<file path="src/rtl/serial_magnitude_comparator_pkg.sv">
// Shared types for the digit-serial magnitude comparator: FSM state and the
// one-hot {gt, eq, lt} result encoding.
package cmp_pkg;

    typedef enum logic [1:0] {IDLE, SCAN, DONE} cmp_state_t;

    typedef struct packed {
        logic gt;
        logic eq;
        logic lt;
    } cmp_result_t;

    localparam cmp_result_t CMP_GT   = '{gt: 1'b1, eq: 1'b0, lt: 1'b0};
    localparam cmp_result_t CMP_EQ   = '{gt: 1'b0, eq: 1'b1, lt: 1'b0};
    localparam cmp_result_t CMP_LT   = '{gt: 1'b0, eq: 1'b0, lt: 1'b1};
    localparam cmp_result_t CMP_NONE = '{gt: 1'b0, eq: 1'b0, lt: 1'b0};

endpackage

</file>
<file path="src/rtl/serial_magnitude_comparator_if.sv">
// Operand-in / result-out handshake bundle of the serial magnitude comparator.
interface serial_magnitude_comparator_if #(
    parameter int WIDTH   = 16,
    parameter int DIGIT_W = 2
);
    localparam int NUM_DIGITS = WIDTH / DIGIT_W;
    localparam int CNT_W      = $clog2(NUM_DIGITS + 1);

    logic             in_valid;
    logic             in_ready;
    logic [WIDTH-1:0] a;
    logic [WIDTH-1:0] b;
    logic             out_valid;
    logic             out_ready;
    logic             gt;
    logic             eq;
    logic             lt;
    logic [CNT_W-1:0] digits_used;

    modport master (
        output in_valid, a, b, out_ready,
        input  in_ready, out_valid, gt, eq, lt, digits_used
    );

    modport slave (
        input  in_valid, a, b, out_ready,
        output in_ready, out_valid, gt, eq, lt, digits_used
    );

endinterface

</file>
<file path="src/rtl/serial_magnitude_comparator_digit_compare.sv">
// Combinational unsigned compare of one DIGIT_W-bit digit pair.
module digit_compare #(
    parameter int DIGIT_W = 2
) (
    input  logic [DIGIT_W-1:0] x,
    input  logic [DIGIT_W-1:0] y,
    output logic               gt,
    output logic               lt
);

    assign gt = (x > y);
    assign lt = (x < y);

endmodule

</file>
<file path="src/rtl/serial_magnitude_comparator.sv">
// Digit-serial unsigned magnitude comparator: scans MSB-first, DIGIT_W bits per
// cycle, and stops at the first differing digit.
//
// state | meaning
// IDLE  | ready for an operand pair
// SCAN  | comparing the top digits of the shift registers
// DONE  | result held until out_ready
module serial_magnitude_comparator
    import cmp_pkg::*;
#(
    parameter int WIDTH   = 16,
    parameter int DIGIT_W = 2
) (
    input logic                         clk,
    input logic                         rst_n,
    serial_magnitude_comparator_if.slave bus
);

    localparam int NUM_DIGITS = WIDTH / DIGIT_W;
    localparam int CNT_W      = $clog2(NUM_DIGITS + 1);

    cmp_state_t       state;
    logic [WIDTH-1:0] a_sh;
    logic [WIDTH-1:0] b_sh;
    logic [CNT_W-1:0] cnt;
    cmp_result_t      res;
    logic [CNT_W-1:0] digits_used;
    logic             dig_gt;
    logic             dig_lt;

    digit_compare #(.DIGIT_W(DIGIT_W)) u_digit_compare (
        .x  (a_sh[WIDTH-1 -: DIGIT_W]),
        .y  (b_sh[WIDTH-1 -: DIGIT_W]),
        .gt (dig_gt),
        .lt (dig_lt)
    );

    always_ff @(posedge clk or negedge rst_n) begin
        if (!rst_n) begin
            state       <= IDLE;
            a_sh        <= '0;
            b_sh        <= '0;
            cnt         <= '0;
            res         <= CMP_NONE;
            digits_used <= '0;
        end else begin
            case (state)
                IDLE: begin
                    if (bus.in_valid) begin
                        a_sh  <= bus.a;
                        b_sh  <= bus.b;
                        cnt   <= '0;
                        state <= SCAN;
                    end
                end
                SCAN: begin
                    if (dig_gt) begin
                        res         <= CMP_GT;
                        digits_used <= cnt + CNT_W'(1);
                        state       <= DONE;
                    end else if (dig_lt) begin
                        res         <= CMP_LT;
                        digits_used <= cnt + CNT_W'(1);
                        state       <= DONE;
                    end else if (cnt == CNT_W'(NUM_DIGITS - 1)) begin
                        res         <= CMP_EQ;
                        digits_used <= CNT_W'(NUM_DIGITS);
                        state       <= DONE;
                    end else begin
                        a_sh <= a_sh << DIGIT_W;
                        b_sh <= b_sh << DIGIT_W;
                        cnt  <= cnt + CNT_W'(1);
                    end
                end
                DONE: begin
                    // Flags keep their last values after the handshake.
                    if (bus.out_ready) begin
                        state <= IDLE;
                    end
                end
                default: state <= IDLE;
            endcase
        end
    end

    assign bus.in_ready    = (state == IDLE);
    assign bus.out_valid   = (state == DONE);
    assign bus.gt          = res.gt;
    assign bus.eq          = res.eq;
    assign bus.lt          = res.lt;
    assign bus.digits_used = digits_used;

endmodule

</file>
<file path="src/flat_wrapper.sv">
// flat-port wrapper written by rule: the top's interface ports become plain ports
module serial_magnitude_comparator_flat import cmp_pkg::*;
#(
    parameter int WIDTH   = 16,
    parameter int DIGIT_W = 2
)
  (clk, rst_n, bus_in_valid, bus_a, bus_b, bus_out_ready, bus_in_ready, bus_out_valid, bus_gt, bus_eq, bus_lt, bus_digits_used);
  serial_magnitude_comparator_if #(.WIDTH(WIDTH), .DIGIT_W(DIGIT_W)) bus_i ();
  input logic clk;
  input logic rst_n;
  input wire logic [$bits(bus_i.in_valid)-1:0] bus_in_valid;
  input wire logic [$bits(bus_i.a)-1:0] bus_a;
  input wire logic [$bits(bus_i.b)-1:0] bus_b;
  input wire logic [$bits(bus_i.out_ready)-1:0] bus_out_ready;
  output wire logic [$bits(bus_i.in_ready)-1:0] bus_in_ready;
  output wire logic [$bits(bus_i.out_valid)-1:0] bus_out_valid;
  output wire logic [$bits(bus_i.gt)-1:0] bus_gt;
  output wire logic [$bits(bus_i.eq)-1:0] bus_eq;
  output wire logic [$bits(bus_i.lt)-1:0] bus_lt;
  output wire logic [$bits(bus_i.digits_used)-1:0] bus_digits_used;
  assign bus_i.in_valid = bus_in_valid;
  assign bus_i.a = bus_a;
  assign bus_i.b = bus_b;
  assign bus_i.out_ready = bus_out_ready;
  assign bus_in_ready = bus_i.in_ready;
  assign bus_out_valid = bus_i.out_valid;
  assign bus_gt = bus_i.gt;
  assign bus_eq = bus_i.eq;
  assign bus_lt = bus_i.lt;
  assign bus_digits_used = bus_i.digits_used;
  serial_magnitude_comparator #(.WIDTH(WIDTH), .DIGIT_W(DIGIT_W)) u_core (.clk(clk), .rst_n(rst_n), .bus(bus_i));
endmodule
</file>
<file path="config.mk">
export PLATFORM = sky130hd
export DESIGN_NAME = serial_magnitude_comparator_flat
export DESIGN_NICKNAME = d
export VERILOG_FILES = /design/src/rtl/serial_magnitude_comparator_pkg.sv /design/src/rtl/serial_magnitude_comparator_if.sv /design/src/rtl/serial_magnitude_comparator_digit_compare.sv /design/src/rtl/serial_magnitude_comparator.sv /design/src/flat_wrapper.sv
export SDC_FILE = /design/constraint.sdc
export NUM_CORES = 1
export LEC_CHECK = 0
export BUFFER_PORTS_ARGS = -buffer_cell sky130_fd_sc_hd__buf_2
export CORE_ASPECT_RATIO = 0.8
export CORE_MARGIN = 1
export CORE_UTILIZATION = 50
export DETAILED_ROUTE_END_ITERATION = 10
export MAX_ROUTING_LAYER = met4
export PLACE_DENSITY_LB_ADDON = 0.3
export SLEW_MARGIN = 15
export SYNTH_ARGS = -nofsm -noshare
export SYNTH_HDL_FRONTEND = slang
export SYNTH_HIERARCHICAL = 1
export SYNTH_SLANG_ARGS = --single-unit
</file>
<file path="constraint.sdc">
create_clock -name clk -period 2.8 [get_ports clk]
set_input_delay 0.42 -clock clk [delete_from_list [all_inputs] [get_ports clk]]
set_output_delay 0.42 -clock clk [all_outputs]
set_load 0.005 [all_outputs]
</file>
==> results of run 1 <==
[path summary, 6_finish.rpt]
check                      slack (ns)                         to  cells after the start
hold reg to reg                  0.48  u_core/bus.digits_used[0]                      1
hold / removal                   0.28  u_core/bus.digits_used[0]                      1
setup reg to reg                 0.32             u_core/b_sh[7]                      8
max in group asynchronous        1.92            u_core/b_sh[13]                      1
min in group clk                 0.31            u_core/state[1]                      2
setup / recovery                 0.32             u_core/b_sh[7]                      8
[cells by family after synthesis]
kind of cell    synth area share [%]
flops                           52.6
fa+ha+maj                       1.75
mux                            0.467
buf+inv                         4.96
xor+xnor                       0.409
compound gates                  23.3
simple gates                    16.5
[power by group through the flow]
stage / Sequential, mW / Combinational (mW) / Clock [mW]
after floorplan: 1.09 / 1.03 / 0
after global placement: 1.14 / 1.16 / 0
after detailed placement: 1.15 / 1.21 / 0
after CTS: 1.14 / 1.22 / 0.511
after global routing: 1.18 / 1.34 / 0.543
final: 1.14 / 1.21 / 0.501
[cell usage after synthesis, types with 2 or more instances]
master	number
sky130_fd_sc_hd__nand3_1	2
sky130_fd_sc_hd__nand2_1	3
sky130_fd_sc_hd__dfrtp_1	45
sky130_fd_sc_hd__o221a_1	2
sky130_fd_sc_hd__nor2_1	5
sky130_fd_sc_hd__a31o_2	4
sky130_fd_sc_hd__buf_6	6
sky130_fd_sc_hd__nand2b_1	25
sky130_fd_sc_hd__inv_1	6
sky130_fd_sc_hd__o221a_2	26
sky130_fd_sc_hd__a21o_1	2
sky130_fd_sc_hd__clkbuf_1	3
sky130_fd_sc_hd__and2_1	4
sky130_fd_sc_hd__a22o_1	2
sky130_fd_sc_hd__or2b_1	5
sky130_fd_sc_hd__a22oi_1	2
sky130_fd_sc_hd__nor3b_1	2
sky130_fd_sc_hd__o21ai_0	5
sky130_fd_sc_hd__ha_1	3
[flip-flops by register name, indices dropped and copies added (netlist names)]
name                    count
u_core/state                2
u_core/bus.digits_used      4
u_core/bus.eq               1
u_core/a_sh                16
u_core/b_sh                16
u_core/bus.gt               1
u_core/bus.lt               1
u_core/cnt                  4
[metrics by stage]
stage	worst slack (ns)	area, µm²
global route	0.205	2490
floorplan	0.749	2140
CTS	0.330	2490
global placement	0.410	2370
detailed placement	0.366	2370
finish	0.324	2490
[layer usage]
layer,up-vias,part of all wire [%]
li1,731,-
met1,741,52
met2,38,43
met3,5,4.1
met4,0,0.65
met5,-,0
[cell type report]
type / instances / area [µm²] / share of cell area, %
tap: 55 / 68.8 / 2.76
sequential: 45 / 1130 / 45.2
multi-input combinational: 111 / 915 / 36.7
timing repair buffer: 47 / 243 / 9.74
clock inverter: 1 / 30.0 / 1.21
clock buffer: 7 / 86.3 / 3.47
inverter: 6 / 22.5 / 0.904
==> impl_metrics.tcl, run 1 <==
set metrics [dict create \
    outcome "complete, no violations" \
    setup_repair_after_global_routing_missed_its_margin "no" \
    drtIter0Drc 125 \
    timing.final.max_slew_violations 0 \
    holdBufCountCts 0 \
    tightest_slew_ns 0.969 \
    finish.cell_count_without_fillers 272 \
    totalNegativeSetupSlack_ns 0 \
    use_met2_pct 29.5 \
    crit_path_cell_trace "inv_1, ha_1, nor2b_4, a2bb2oi_2, or4b_4, o21ai_4, buf_4, o221a_2" \
    cell_pwr_density_mw_per_mm2 1150 \
    start_util_pct 54.2 \
    synthDistinctLibCells 39 \
    timing.hold.ws_ns 0.281 \
    groute.usage.overall_pct 21.2 \
    final-setup-viol-count 0 \
    cts_bufs_inserted 5 \
    layout_common_cells "sky130_fd_sc_hd__dfrtp_1 (45), sky130_fd_sc_hd__buf_2 (44), sky130_fd_sc_hd__o221a_2 (26)" \
    htree_num_levels 2 \
    place.detailed.hpwl_um 2980 \
    dieHeight_um 60.5 \
    synth_top_area_share_pct 52.6 \
    dr_total_vias 1515 \
    clk_pin_slew_ns 0.08 \
    number_of_optimization_iterations_in_the_first_detailed_route_pass 4 \
    use_met3_pct 4.98 \
    drt_wl_total_um 4160 \
    drt-wirelength-per-cell_um 15.3 \
    worst-path-buf-inv 2 \
    power.switching_fraction_pct 34.5 \
    max_clock_freq_ghz 0.404 \
    design.portCount 45 \
    critPathKind "flop to flop" \
    ys_warn_count 6 \
    clock-root-buffer "sky130_fd_sc_hd__clkbuf_8" \
    timing.slew.headroom_pct 35.4 \
    global_route_wire_length_before_repair_um 6820 \
    crit_required_ns 3.03 \
    timing.rr.start "u_core/b_sh[15]" \
    synthDominantAreaCellType "sky130_fd_sc_hd__dfrtp_1" \
    drt_drc 0 \
    cp_data_arrival_time_ns 2.71 \
    die_area_mm2 0.00455 \
    dp.cells 264 \
    clock_sink_count 45 \
    p_switching_mw 0.985 \
    synth_area_per_cell_um2 12.5 \
    report.power.total_mw 2.85 \
    seq_power_share_pct 40.0 \
    cts_tree "done" \
    n_antenna_cell 0 \
    synth_fp_nets 211 \
    postSynthRegisterBits 45 \
    post_route_clock_skew_ns 0.00583 \
    cell_rows 20 \
    synth_enable_flop_cells 0 \
    finalWorstPathRequiredPeriod_ns 2.48 \
    gpl.final_weighted_congestion 0.815 \
    worst_path_largest_cell_delay_ns 0.58 \
    ir_worst_vdd_v 0.000552 \
    worstSkewPairLatency_ns 0.29 \
    layout_commonest_cell "sky130_fd_sc_hd__dfrtp_1" \
    maximum_number_of_pins_on_one_net_before_global_route_repair 46 \
    first_global_vias 1440 \
    drt.antenna.violating_nets 0 \
    die_width_um 75.2 \
    critical_path.startpoint "u_core/b_sh[15]" \
    postCtsSetupRepairBufs 0 \
    syn2layout_area_growth_pct 16.3 \
    timing.final.hold_violations 0 \
    critical-path-top-delay-family "simple AND/OR/NAND/NOR gates" \
    post-route-period-util_pct 88.4 \
    syn_area_mm2 0.00214 \
    finish.utilization_pct 63.0 \
    postSynth.asyncResetShare_pct 100 \
    power.clock.fraction_pct 17.6 \
    globalRouteMet1Util_pct 31.4 \
    hold_path.class "input port to async pin" \
    netlist_top_cells_area "sky130_fd_sc_hd__dfrtp_1 (53%), sky130_fd_sc_hd__o221a_2 (14%), sky130_fd_sc_hd__nand2b_1 (7.3%)" \
    detail_route.vias_per_cell 5.57 \
    gr-max-usage-layer "met1" \
    aggregate_global_routing_overflow 0 \
    place.port_buffers 44 \
    num-nets-final 255 \
    internal_power_mw 1.87 \
    fill_cell_instance_count_of_the_final_layout 331 \
    crit_path_max_fanout 22 \
    critPathCaptureType "flop" \
    design.core.area_mm2 0.00395 \
    critical_path.slowest_cell "sky130_fd_sc_hd__or4b_4" \
    layout-drive-gt1-share_pct 41.9 \
    cts.path.max_buffers 2 \
    synth_ff_type "sky130_fd_sc_hd__dfrtp_1" \
    timing.max_cap.violations 0 \
    post_synthesis_cell_count 172 \
    p_leak_nw 1.11 \
    antenna_found_initial 0 \
    timing.critical_path.from_type "flop" \
    yosysSeqAreaShare_pct 52.6 \
    cts_resized 0 \
    portion_of_total_power_attributed_to_combinational_logic_pct 42.4 \
]
Power figures use the tool's default switching activity.
==> run 2, diff against run 1 <==
Settings changed: MAX_ROUTING_LAYER met4 to not set.
==> impl_metrics.tcl, run 2 (synthesis gave the netlist of run 1 again) <==
set metrics [dict create \
    cts_tree "done" \
    cts_resized 0 \
    crit_required_ns 3.03 \
    design.core.area_mm2 0.00395 \
    timing.hold.ws_ns 0.281 \
    die_width_um 75.2 \
    report.power.total_mw 2.85 \
    worstSkewPairLatency_ns 0.29 \
    maximum_number_of_pins_on_one_net_before_global_route_repair 46 \
    cell_pwr_density_mw_per_mm2 1150 \
    aggregate_global_routing_overflow 0 \
    start_util_pct 54.2 \
    drt_wl_total_um 4160 \
    timing.slew.headroom_pct 35.4 \
    cell_rows 20 \
    drtIter0Drc 117 \
    dieHeight_um 60.5 \
    timing.critical_path.from_type "flop" \
    timing.final.hold_violations 0 \
    n_antenna_cell 0 \
    antenna_found_initial 0 \
    syn2layout_area_growth_pct 16.3 \
    number_of_optimization_iterations_in_the_first_detailed_route_pass 4 \
    detail_route.vias_per_cell 5.57 \
    tightest_slew_ns 0.969 \
    timing.final.max_slew_violations 0 \
    outcome "complete, no violations" \
    drt_drc 0 \
    crit_path_max_fanout 22 \
    cts.path.max_buffers 2 \
    layout-drive-gt1-share_pct 41.9 \
    clock-root-buffer "sky130_fd_sc_hd__clkbuf_8" \
    place.port_buffers 44 \
    design.portCount 45 \
    layout_common_cells "sky130_fd_sc_hd__dfrtp_1 (45), sky130_fd_sc_hd__buf_2 (44), sky130_fd_sc_hd__o221a_2 (26)" \
    gpl.final_weighted_congestion 0.803 \
    die_area_mm2 0.00455 \
    max_clock_freq_ghz 0.404 \
    cp_data_arrival_time_ns 2.71 \
    first_global_vias 1435 \
    final-setup-viol-count 0 \
    timing.max_cap.violations 0 \
    post-route-period-util_pct 88.4 \
    post_route_clock_skew_ns 0.00581 \
    dr_total_vias 1515 \
    groute.usage.overall_pct 20.5 \
    setup_repair_after_global_routing_missed_its_margin "no" \
    cts_bufs_inserted 5 \
    worst_r2r_path_depth 8 \
    p_leak_nw 1.11 \
    ir_worst_vdd_v 0.000552 \
    largestRegisters "u_core/a_sh: 16 flops, u_core/b_sh: 16 flops" \
    holdBufCountCts 0 \
    global_route_wire_length_before_repair_um 6820 \
    htree_num_levels 2 \
    postCtsSetupRepairBufs 0 \
    drt-wirelength-per-cell_um 15.3 \
    num-nets-final 255 \
    clk_pin_slew_ns 0.08 \
    critPathCaptureType "flop" \
    clock_sink_count 45 \
    finalWorstPathRequiredPeriod_ns 2.48 \
    hold_path.class "input port to async pin" \
    layout_commonest_cell "sky130_fd_sc_hd__dfrtp_1" \
    drt.antenna.violating_nets 0 \
    place.detailed.hpwl_um 2980 \
    critPathKind "flop to flop" \
    totalNegativeSetupSlack_ns 0 \
]
[run 2: cell counts in the layout (fill, tap and decap cells not counted)]
No cell type changed its count.
[run 2: path summary, 6_finish.rpt]
kind	slack, ns	start	end
worst max-delay path	0.32	u_core/b_sh[15]	u_core/b_sh[7]
worst min-delay path	0.28	rst_n	u_core/bus.digits_used[0]
worst max register to register	0.32	u_core/b_sh[15]	u_core/b_sh[7]
worst min register to register	0.48	u_core/bus.digits_used[0]	u_core/bus.digits_used[0]
max in group asynchronous	1.92	rst_n	u_core/b_sh[13]
min in group clk	0.31	bus_out_ready	u_core/state[1]
[run 2: cell type report]
cell class	instances	area [µm²]
Inverter	6	22.5
Multi-Input combinational cell	111	915
Clock buffer	7	86.3
Sequential cell	45	1130
Clock inverter	1	30.0
Fill cell	331	1460
Tap cell	55	68.8
Timing Repair Buffer	47	243
[run 2: stage by stage]
stage	cells	instance area, µm²	setup WS (ns)	utilization (%)
3_3_place_gp	264	2370	0.410	60.1
4_1_cts	272	2490	0.330	63.0
3_5_place_dp	264	2370	0.366	60.1
2_1_floorplan	172	2140	0.749	-
5_1_grt	272	2490	0.205	63.0
6_report	272	2490	0.324	63.0
[run 2: power breakdown]
part           internal [mW]  total, mW  switching, mW
logic                  0.626       1.21          0.583
clock network          0.291      0.501          0.210
registers              0.950       1.14          0.193
[run 2: critical path, stage by stage (launching register included)]
cell and delay [ns]:
sky130_fd_sc_hd__dfrtp_1 0.36, sky130_fd_sc_hd__inv_1 0.05, sky130_fd_sc_hd__ha_1 0.32, sky130_fd_sc_hd__nor2b_4 0.14
sky130_fd_sc_hd__a2bb2oi_2 0.16, sky130_fd_sc_hd__or4b_4 0.58, sky130_fd_sc_hd__o21ai_4 0.27, sky130_fd_sc_hd__buf_4 0.30
sky130_fd_sc_hd__o221a_2 0.23
[run 2: routing by layer]
metal	part of all wire, %	wire length [µm]	global-route usage [%]	vias up
li1	-	-	-	731
met1	52	2160	31.4	741
met2	43	1800	29.5	38
met3	4.1	169	4.98	5
met4	0.62	26	4.76	0
met5	0	0	0	-
==> run 3, diff against run 2 <==
Settings changed: SYNTH_HIERARCHICAL 1 to not set.
==> impl_metrics.tcl, run 3 <==
set metrics [dict create \
    cts_bufs_inserted 5 \
    first_global_vias 1632 \
    synthSimpleGateAreaFrac_pct 15.1 \
    outcome "complete, no violations" \
    synth_ff_type "sky130_fd_sc_hd__dfrtp_1" \
    clock-root-buffer "sky130_fd_sc_hd__clkbuf_8" \
    postCtsSetupRepairBufs 0 \
    number_of_optimization_iterations_in_the_first_detailed_route_pass 4 \
    yosysSeqAreaShare_pct 54.0 \
    groute.usage.overall_pct 24.2 \
    synth_enable_flop_cells 0 \
    synth_area_per_cell_um2 11.9 \
    worst_slack_ns 0.511 \
    holdBufCountCts 0 \
    cp_data_arrival_time_ns 2.48 \
    internal_power_mw 1.77 \
    post-route-period-util_pct 81.7 \
    global_route_wire_length_before_repair_um 7850 \
    synthDistinctLibCells 36 \
    drt.antenna.violating_nets 0 \
    placed_area_mm2 0.00237 \
    dominant_combinational_cell_family_by_area_after_synthesis "compound AO/OA/AOI/OAI gates" \
    timing.final.hold_violations 0 \
    crit_path_cell_trace "inv_1, ha_1, nand2_1, or4_1, buf_12, o221a_2" \
    design.portCount 45 \
    critical_path.slowest_cell "sky130_fd_sc_hd__or4_1" \
    largestRegisters "u_core.a_sh: 16 flops, u_core.b_sh: 16 flops" \
    post_synthesis_cell_count 175 \
    crit_path_max_fanout 23 \
    drt-wirelength-per-cell_um 16.7 \
    setup_repair_after_global_routing_missed_its_margin "no" \
    tightest_slew_ns 0.984 \
    timing.final.max_slew_violations 0 \
    timing.critical_path.from_type "flop" \
    power.clock.fraction_pct 18.4 \
    synth_top_area_share_pct 54.0 \
    synth-adder-area-share_pct 1.80 \
    finalWorstPathRequiredPeriod_ns 2.29 \
    final-setup-viol-count 0 \
    worst-path-buf-inv 2 \
    syn_area_mm2 0.00208 \
    drt_drc 0 \
    reg2reg_to "u_core.b_sh[12]" \
    layout-drive-gt1-share_pct 27.1 \
    critPathCaptureType "flop" \
    netlist_top_cells_area "sky130_fd_sc_hd__dfrtp_1 (54%), sky130_fd_sc_hd__o221a_1 (15%), sky130_fd_sc_hd__nand2b_1 (9.3%)" \
    die_width_um 74.2 \
    clock_sink_count 45 \
    maximum_number_of_pins_on_one_net_before_global_route_repair 46 \
    max_clock_freq_ghz 0.437 \
    power.switching_fraction_pct 35.4 \
    cts_tree "done" \
    htree_num_levels 2 \
    finish.utilization_pct 63.6 \
    reg2reg_setup_slack_ns 0.51 \
    cts_resized 0 \
    dr_total_vias 1583 \
    drtIter0Drc 102 \
    dp_slack_ns 0.537 \
    dieHeight_um 59.8 \
    timing.max_cap.violations 0 \
    totalNegativeSetupSlack_ns 0 \
    multi_input_area_um2 872 \
    num-nets-final 259 \
    post-route-cell-area_mm2 0.00248 \
    syn2layout_area_growth_pct 19.1 \
    p_switching_mw 0.969 \
    n_antenna_cell 0 \
    crit_required_ns 2.99 \
    start_util_pct 53.4 \
    design.core.area_mm2 0.00390 \
    synth_fp_nets 214 \
    postSynthRegisterBits 45 \
    finish.cell_count_without_fillers 276 \
    drt_wl_total_um 4600 \
    die_area_mm2 0.00443 \
    worst_r2r_path_depth 6 \
    cell_rows 20 \
    ir_worst_vdd_v 0.000433 \
    synth_compound_area_share_pct 22.4 \
    seq_power_share_pct 42.0 \
    gpl.final_weighted_congestion 0.781 \
    synthDominantAreaCellType "sky130_fd_sc_hd__dfrtp_1" \
    fill_cell_instance_count_of_the_final_layout 311 \
    timing.slew.headroom_pct 34.4 \
    synth_most_common_cell "sky130_fd_sc_hd__dfrtp_1" \
    worstSkewPairLatency_ns 0.30 \
    critical-path-top-delay-family "simple AND/OR/NAND/NOR gates" \
    postSynth.asyncResetShare_pct 100 \
    synth_mux_area_share_pct 1.44 \
    dp.cells 268 \
    clk_pin_slew_ns 0.08 \
    p_leak_nw 1.11 \
    layout_common_cells "sky130_fd_sc_hd__dfrtp_1 (45), sky130_fd_sc_hd__buf_2 (44), sky130_fd_sc_hd__nand2b_1 (31)" \
    post_route_clock_skew_ns 0.00474 \
    seqCellArea_mm2 0.00113 \
    synth_common_cells "sky130_fd_sc_hd__dfrtp_1 (45), sky130_fd_sc_hd__nand2b_1 (31), sky130_fd_sc_hd__o221a_1 (27)" \
    synthXorXnorAreaFrac_pct 0.420 \
    aggregate_global_routing_overflow 0 \
    cts.path.max_buffers 2 \
    ys_warn_count 0 \
    place.port_buffers 44 \
    critPathKind "flop to flop" \
    place.detailed.hpwl_um 3250 \
    timing.rr.start "u_core.b_sh[15]" \
    hold_path.class "input port to async pin" \
    worst_path_largest_cell_delay_ns 0.78 \
    crit_cells 6 \
    layout_commonest_cell "sky130_fd_sc_hd__dfrtp_1" \
    portion_of_total_power_attributed_to_combinational_logic_pct 39.6 \
    detail_route.vias_per_cell 5.74 \
    cell_pwr_density_mw_per_mm2 1100 \
    antenna_found_initial 0 \
]
==> run 3: cell types whose count changed in the layout (fill, tap and decap cells not counted), moves of 2 or more <==
cell and change:
sky130_fd_sc_hd__inv_1 +2, sky130_fd_sc_hd__nand2b_1 +6, sky130_fd_sc_hd__and2_1 -3, sky130_fd_sc_hd__or2b_1 -5
sky130_fd_sc_hd__nand2_1 +10, sky130_fd_sc_hd__o221a_1 +25, sky130_fd_sc_hd__o2bb2ai_1 +2, sky130_fd_sc_hd__nor2_1 -4
sky130_fd_sc_hd__mux2i_1 +2, sky130_fd_sc_hd__o221a_2 -25, sky130_fd_sc_hd__a31o_2 -4
==> run 3: logic make-up after synthesis <==
family,after synthesis
AOI/OAI and AO/OA,49
xor gates and xnor gates,1
adders and majority gates,3
buffers and inverters,19
DFF,45
muxes,3
and+or+nand+nor,55
==> run 3: layout make-up <==
type                    instances  share of cell area (%)
repair buffers                 49                    10.9
flip-flops and latches         45                    45.3
clock buffers                   7                    3.48
clock inverters                 1                    1.21
inverters                       8                    1.21
multi-input cells             111                    35.1
well taps                      55                    2.77
==> run 3: per-layer routing <==
layer | track usage, % | share of wire (%) | vias to the layer above
met5 | 0 | 0 | -
met2 | 37.0 | 46 | 56
met1 | 33.3 | 46 | 779
met3 | 6.41 | 6.3 | 9
met4 | 8.79 | 1.7 | 0
li1 | - | - | 739
==> run 3: worst max path at each step <==
stage | start | endpoint | slack [ns]
floorplan | u_core.cnt[0] | u_core.a_sh[11] | 0.87
global placement | u_core.cnt[0] | u_core.b_sh[12] | 0.61
detailed placement | u_core.cnt[0] | u_core.b_sh[12] | 0.54
CTS | u_core.b_sh[15] | u_core.a_sh[3] | 0.51
global route | u_core.cnt[0] | u_core.b_sh[12] | 0.41
finish | u_core.b_sh[15] | u_core.b_sh[12] | 0.51
==> run 3: power groups by stage <==
| stage | Sequential, mW | Combinational (mW) | Clock, mW |
|---|---|---|---|
| after detailed placement | 1.16 | 1.07 | 0 |
| after floorplan | 1.10 | 0.776 | 0 |
| after global placement | 1.14 | 1.02 | 0 |
| after global routing | 1.18 | 1.20 | 0.543 |
| after CTS | 1.14 | 1.09 | 0.519 |
| final | 1.15 | 1.08 | 0.504 |
==> run 3: per-stage QoR <==
| stage | hold WS, ns | power (mW) |
|---|---|---|
| 6_report | 0.276 | 2.74 |
| 5_1_grt | 0.318 | 2.93 |
| 4_1_cts | 0.307 | 2.75 |
| 3_5_place_dp | 0.470 | 2.23 |
| 3_3_place_gp | 0.475 | 2.16 |
| 2_1_floorplan | 0.124 | 1.88 |
